$ cat src/rtl/shared_incr_scheduler_if.sv
// Bundles the request and result handshake of shared_incr_scheduler.
//
// Request side (one lane per requester):
//   req_valid  NumReq             bit i: requester i presents an operand
//   req_data   NumReq*DataWidth   requester i operand in bits [i*DataWidth +: DataWidth]
//   req_ready  NumReq             bit i: requester i's operand is accepted this cycle
// Result side:
//   res_valid  1                  result slot holds a result
//   res_data   DataWidth          registered operand + 1
//   res_id     IdWidth            index of the requester that produced res_data
//   res_ready  1                  consumer accepts the result this cycle
//
// Modports:
//   slave   the scheduler (consumes requests, produces results)
//   master  the client/consumer environment around it
interface shared_incr_scheduler_if #(
  parameter int DataWidth = 16,
  parameter int NumReq    = 4
);
  localparam int IdWidth = (NumReq > 1) ? $clog2(NumReq) : 1;

  logic [NumReq-1:0]           req_valid;
  logic [NumReq*DataWidth-1:0] req_data;
  logic [NumReq-1:0]           req_ready;
  logic                        res_valid;
  logic [DataWidth-1:0]        res_data;
  logic [IdWidth-1:0]          res_id;
  logic                        res_ready;

  modport slave (
    input  req_valid,
    input  req_data,
    output req_ready,
    output res_valid,
    output res_data,
    output res_id,
    input  res_ready
  );

  modport master (
    output req_valid,
    output req_data,
    input  req_ready,
    input  res_valid,
    input  res_data,
    input  res_id,
    output res_ready
  );
endinterface

$ cat src/rtl/shared_incr_scheduler.sv
// Round-robin scheduler sharing a single registered incrementer between
// NumReq requesters. Each cycle at most one requester is granted; its operand
// plus one is captured in a one-entry result slot together with the winner's
// index and offered on a valid/ready result port.
//
// Ports:
//   clk   in   clock, all state updates on posedge
//   rst   in   synchronous reset, active-high
//   bus   slave modport of shared_incr_scheduler_if (request lanes in,
//         req_ready out, registered result port out, res_ready in)
//
// The result port is driven straight from flops, so there is no
// combinational path from any req_* input to any res_* output. req_ready
// does depend combinationally on req_valid and res_ready.
module shared_incr_scheduler #(
  parameter int DataWidth = 16,
  parameter int NumReq    = 4
) (
  input  logic                   clk,
  input  logic                   rst,
  shared_incr_scheduler_if.slave bus
);

  localparam int IdWidth = (NumReq > 1) ? $clog2(NumReq) : 1;

  // Result slot and round-robin pointer.
  logic                 res_valid_q, res_valid_d;
  logic [DataWidth-1:0] res_data_q,  res_data_d;
  logic [IdWidth-1:0]   res_id_q,    res_id_d;
  logic [IdWidth-1:0]   ptr_q,       ptr_d;

  // Arbitration results.
  logic                 can_accept;
  logic                 any_valid;
  logic                 grant;
  logic [IdWidth-1:0]   win_id;
  logic [IdWidth-1:0]   cand_id;
  int                   cand_sum;
  logic [DataWidth-1:0] operand [NumReq];
  logic [DataWidth-1:0] win_operand;
  logic [NumReq-1:0]    req_ready;

  // Split the flat operand bus into per-requester lanes.
  always_comb begin : split_lanes
    for (int i = 0; i < NumReq; i++) begin
      operand[i] = bus.req_data[i*DataWidth +: DataWidth];
    end
  end

  // Slot can take a new operand when it is empty or being drained this cycle.
  assign can_accept = !res_valid_q || bus.res_ready;

  // Search ptr, ptr+1, ... (mod NumReq); the first valid requester wins.
  // The wrap is a compare-and-subtract because ptr+k never reaches 2*NumReq.
  always_comb begin : arbitrate
    any_valid = 1'b0;
    win_id    = '0;
    cand_sum  = 0;
    cand_id   = '0;
    for (int k = 0; k < NumReq; k++) begin
      cand_sum = int'(ptr_q) + k;
      if (cand_sum >= NumReq) begin
        cand_sum = cand_sum - NumReq;
      end
      cand_id = IdWidth'(cand_sum);
      if (!any_valid && bus.req_valid[cand_id]) begin
        any_valid = 1'b1;
        win_id    = cand_id;
      end
    end
  end

  assign win_operand = operand[win_id];

  // rst gates grants so nothing is accepted while the slot is being cleared.
  assign grant = !rst && can_accept && any_valid;

  always_comb begin : ready_decode
    req_ready = '0;
    if (grant) begin
      req_ready[win_id] = 1'b1;
    end
  end

  assign bus.req_ready = req_ready;

  always_comb begin : next_state
    res_valid_d = res_valid_q;
    res_data_d  = res_data_q;
    res_id_d    = res_id_q;
    ptr_d       = ptr_q;
    if (grant) begin
      // A grant also covers the drain-and-refill case: the old result
      // leaves and the new one lands in the same edge, with no bubble.
      res_valid_d = 1'b1;
      res_data_d  = win_operand + DataWidth'(1);
      res_id_d    = win_id;
      if (int'(win_id) == NumReq - 1) begin
        ptr_d = '0;
      end else begin
        ptr_d = win_id + IdWidth'(1);
      end
    end else if (bus.res_ready) begin
      // Drained with nothing to refill; data and id keep their last value.
      res_valid_d = 1'b0;
    end
  end

  always_ff @(posedge clk) begin : state_regs
    if (rst) begin
      res_valid_q <= 1'b0;
      res_data_q  <= '0;
      res_id_q    <= '0;
      ptr_q       <= '0;
    end else begin
      res_valid_q <= res_valid_d;
      res_data_q  <= res_data_d;
      res_id_q    <= res_id_d;
      ptr_q       <= ptr_d;
    end
  end

  assign bus.res_valid = res_valid_q;
  assign bus.res_data  = res_data_q;
  assign bus.res_id    = res_id_q;

endmodule

$ cat src/flat_wrapper.sv
// flat-port wrapper written by rule: the top's interface ports become plain ports
module shared_incr_scheduler_flat 
#(
  parameter int DataWidth = 16,
  parameter int NumReq    = 4
)
  (clk, rst, bus_req_valid, bus_req_data, bus_req_ready, bus_res_valid, bus_res_data, bus_res_id, bus_res_ready);
  shared_incr_scheduler_if #(.DataWidth(DataWidth), .NumReq(NumReq)) bus_i ();
  input  logic clk;
  input  logic rst;
  input wire logic [$bits(bus_i.req_valid)-1:0] bus_req_valid;
  input wire logic [$bits(bus_i.req_data)-1:0] bus_req_data;
  output wire logic [$bits(bus_i.req_ready)-1:0] bus_req_ready;
  output wire logic [$bits(bus_i.res_valid)-1:0] bus_res_valid;
  output wire logic [$bits(bus_i.res_data)-1:0] bus_res_data;
  output wire logic [$bits(bus_i.res_id)-1:0] bus_res_id;
  input wire logic [$bits(bus_i.res_ready)-1:0] bus_res_ready;
  assign bus_i.req_valid = bus_req_valid;
  assign bus_i.req_data = bus_req_data;
  assign bus_req_ready = bus_i.req_ready;
  assign bus_res_valid = bus_i.res_valid;
  assign bus_res_data = bus_i.res_data;
  assign bus_res_id = bus_i.res_id;
  assign bus_i.res_ready = bus_res_ready;
  shared_incr_scheduler #(.DataWidth(DataWidth), .NumReq(NumReq)) u_core (.clk(clk), .rst(rst), .bus(bus_i));
endmodule
$ cat config.mk
export PLATFORM = sky130hd
export DESIGN_NAME = shared_incr_scheduler_flat
export DESIGN_NICKNAME = d
export VERILOG_FILES = /design/src/rtl/shared_incr_scheduler_if.sv /design/src/rtl/shared_incr_scheduler.sv /design/src/flat_wrapper.sv
export SDC_FILE = /design/constraint.sdc
export NUM_CORES = 1
export LEC_CHECK = 0
export BUFFER_PORTS_ARGS = -buffer_cell sky130_fd_sc_hd__clkbuf_2
export CAP_MARGIN = 20
export CORE_ASPECT_RATIO = 1.2
export CORE_MARGIN = 2
export CORE_UTILIZATION = 47
export DETAILED_ROUTE_END_ITERATION = 10
export GPL_ROUTABILITY_DRIVEN = 0
export PLACE_DENSITY = 0.81
export SYNTH_ARGS = -nofsm -noshare
export SYNTH_HDL_FRONTEND = slang
export SYNTH_SLANG_ARGS = --single-unit
$ cat constraint.sdc
create_clock -name clk -period 6.3 [get_ports clk]
set_clock_uncertainty 0.2 [all_clocks]
set_input_delay 0.63 -clock clk [delete_from_list [all_inputs] [get_ports clk]]
set_output_delay 0.63 -clock clk [all_outputs]
set_load 0.02 [all_outputs]
==> results.yml <==
detailed_routing:
  drcViolationCount: 0
  ant_nets: 0
  first_pass_iters: 4
  drt_iter0_markers: 103
  wl_per_cell_um: 13.7
  wl_mm: 5.43
  viasPerCell: 5.55
  vias: 2196
placed_design:
  place_ws_ns: 2.56
  portBuffers: 93
  dp_hpwl_mm: 4.32
die:
  die-height_um: 75.2
  start_util_pct: 49.6
  core_area_um2: 4000
  io_pins: 94
  rows: 25
  dieArea_um2: 4770
  die_w_um: 63.4
synth:
  synthCells: 262
  synth_top_area_share_pct: 21.2
  ys_ff_latch: 21
  ys.flop_type: "dfxtp_1"
  yosysWarningCount: 0
  synthTopCellsByArea: "dfxtp_1 (21%), nand3_1 (15%), o21ai_0 (6.8%), nand2_1 (4.7%), ha_1 (3.1%)"
  syn_area_um2: 1990
  synth_cell_types: 54
  synth.avg_cell_area_um2: 7.58
  yosysSeqAreaShare_pct: 21.2
  synth_nets: 338
  synth_edf_count: 0
  ys_async_sr_fraction_pct: 0
  yosys.area.top_type: "dfxtp_1"
pwr:
  power_density_nw_per_um2: 283
  switching_share_pct: 47.5
  peakVddDrop_mv: 0.120
  p_switching_uw: 333
  p_comb_share_pct: 60.6
  p_clk_share_pct: 12.6
  power_leakage_nw: 1.17
  intPower_uw: 368
  sequentialPowerShare_pct: 26.8
clocking:
  clk_pin_slew_ns: 0.08
  clock_latency_ns: 0.25
  cts_hold_buf: 0
  cts_buffers: 3
  cts_setup_buffers: 0
  clockBufferDepth: 2
  htree_levels: 1
  cts_tree: "built"
  cts.sinks: 21
  cts_resized: 0
  root_buffer: "clkbuf_8"
global_routing:
  antenna_found_initial: 0
  grt_pass1_wl_mm: 9.04
  grt_pass1_vias: 2074
  grt_max_degree: 37
  overflow: 0
  track_usage_pct: 23.5
outcome:
  outcome: "finished clean"
critical_path:
  worst-path-max-fanout: 24
  criticalPathCategory: "in2reg"
  startpoint_type: "primary input"
  worst_ep_arrival_time_ns: 3.43
  cp.required_ns: 6.25
  worst_setup_path_end_kind: "flip-flop"
sta:
  hold_violations: 0
  setup_viol: 0
  fin_crit_ns: 3.47
  min_period_over_period_pct: 55.1
  tns_ns: 0
  finalWorstSetupSlack_ns: 2.83
  slew_violations: 0
  slew_headroom_pct: 38.6
  worst_slew_pin_slew_ns: 0.915
  grt_setup_unrepaired: "false"
  fmax_mhz: 288
finish:
  final_nets: 419
  fillers: 411
  n_antenna_cell: 0
  drive_gt1_share_pct: 35.7
  mostFrequentLayoutCell: "clkbuf_2"
  synthToLayoutAreaGrowth_pct: 24.6
  mostFrequentLayoutCells: "clkbuf_2 (93), nand3_1 (58), o21ai_0 (27)"
job:
  cap_violations: 0
worst_hold_path:
  hold_path_class: "reg2reg"
## cell type report
cell class / instances / area (µm²) / share of cell area [%]
tap: 54 / 67.6 / 2.73
timing repair buffer: 94 / 493 / 19.9
sequential: 21 / 420 / 17.0
inverter: 5 / 26.3 / 1.06
multi-input combinational: 218 / 1420 / 57.5
clock buffer: 4 / 45.0 / 1.82
## cells by family (layout without fill, tap and decap cells)
family | after synthesis | in the layout | share of synthesized area, %
compound gates | 59 | 59 | 22.5
xor+xnor | 7 | 7 | 3.09
fa+ha+maj | 5 | 5 | 3.15
buf+inv | 23 | 103 | 7.43
flops | 21 | 21 | 21.2
mux | 4 | 4 | 2.08
simple gates | 143 | 143 | 40.6
## critical path: stages
cell and delay [ns]:
clkbuf_2 0.12, and2_4 0.17, and2_0 0.11, or3_1 0.53, clkinv_4 0.35, nand3_1 0.17
and2_1 0.16, ha_1 0.15, inv_1 0.07, a211o_1 0.30, nor4_4 0.37, mux2i_1 0.22
nand2_1 0.06
## per-stage QoR
stage / std cells / total power, mW / hold slack, ns / cell area (µm²) / utilization (%)
6_report: 396 / 0.701 / 0.260 / 2480 / 61.8
5_1_grt: 396 / 0.758 / 0.276 / 2480 / 61.8
4_1_cts: 395 / 0.697 / 0.263 / 2450 / 61.2
3_5_place_dp: 391 / 0.610 / 0.252 / 2400 / 60.0
3_3_place_gp: 391 / 0.602 / 0.244 / 2400 / 60.0
2_1_floorplan: 262 / 0.522 / 0.276 / 1990 / -
## power by group through the flow
stage	sequential, mW	combinational (mW)	clock (mW)
6_report	0.188	0.425	0.0882
5_1_grt	0.193	0.469	0.0968
4_1_cts	0.189	0.421	0.0877
3_5_place_dp	0.192	0.419	0
3_3_place_gp	0.190	0.411	0
2_1_floorplan	0.225	0.297	0
## worst paths after layout
kind	slack, ns	cells after the start	start	end
worst min register to register	0.26	2	u_core.bus.res_data[1]$_SDFFE_PP0P_	u_core.bus.res_data[1]$_SDFFE_PP0P_
worst max register to register	2.84	12	u_core.ptr_q[1]$_SDFFE_PP0P_	u_core.bus.res_data[10]$_SDFFE_PP0P_
worst max-delay path	2.83	13	bus_req_valid[0]	u_core.bus.res_data[10]$_SDFFE_PP0P_
worst min-delay path	0.26	2	u_core.bus.res_data[1]$_SDFFE_PP0P_	u_core.bus.res_data[1]$_SDFFE_PP0P_
## per-layer routing
| metal | vias up | track usage [%] | part of all wire (%) |
|---|---|---|---|
| li1 | 1130 | - | - |
| met1 | 972 | 29.2 | 45 |
| met2 | 84 | 40.7 | 47 |
| met3 | 10 | 4.19 | 6.8 |
| met4 | 0 | 9.42 | 1.6 |
| met5 | - | 0 | 0 |
## registers in the layout, summed over array words and instances, names as in the netlist
register and cells:
u_core.bus.res_data 16, u_core.bus.res_valid 1, u_core.ptr_q 2, u_core.bus.res_id 2
## cells in the mapped netlist, types with 2 or more instances
library cell,instances
a31o_4,2
and3_1,8
a211o_1,3
or3_1,4
a211oi_1,3
a211oi_2,2
nor4_1,3
xor2_1,3
a31oi_1,2
nand2_1,25
mux2i_1,3
buf_6,2
nor2_1,10
clkbuf_1,11
nor3b_1,2
and2_1,6
nand2b_1,3
nor4_4,2
inv_1,2
a31o_2,3
buf_12,2
xnor2_1,4
a21oi_1,3
a21o_1,4
nand4_2,2
nor2b_1,3
ha_1,5
o21ai_0,27
nand3_1,58
nor3_1,3
nor3_2,2
o31a_1,2
nand4_1,7
dfxtp_1,21
No activity file was read; power rests on OpenSTA's default activity.
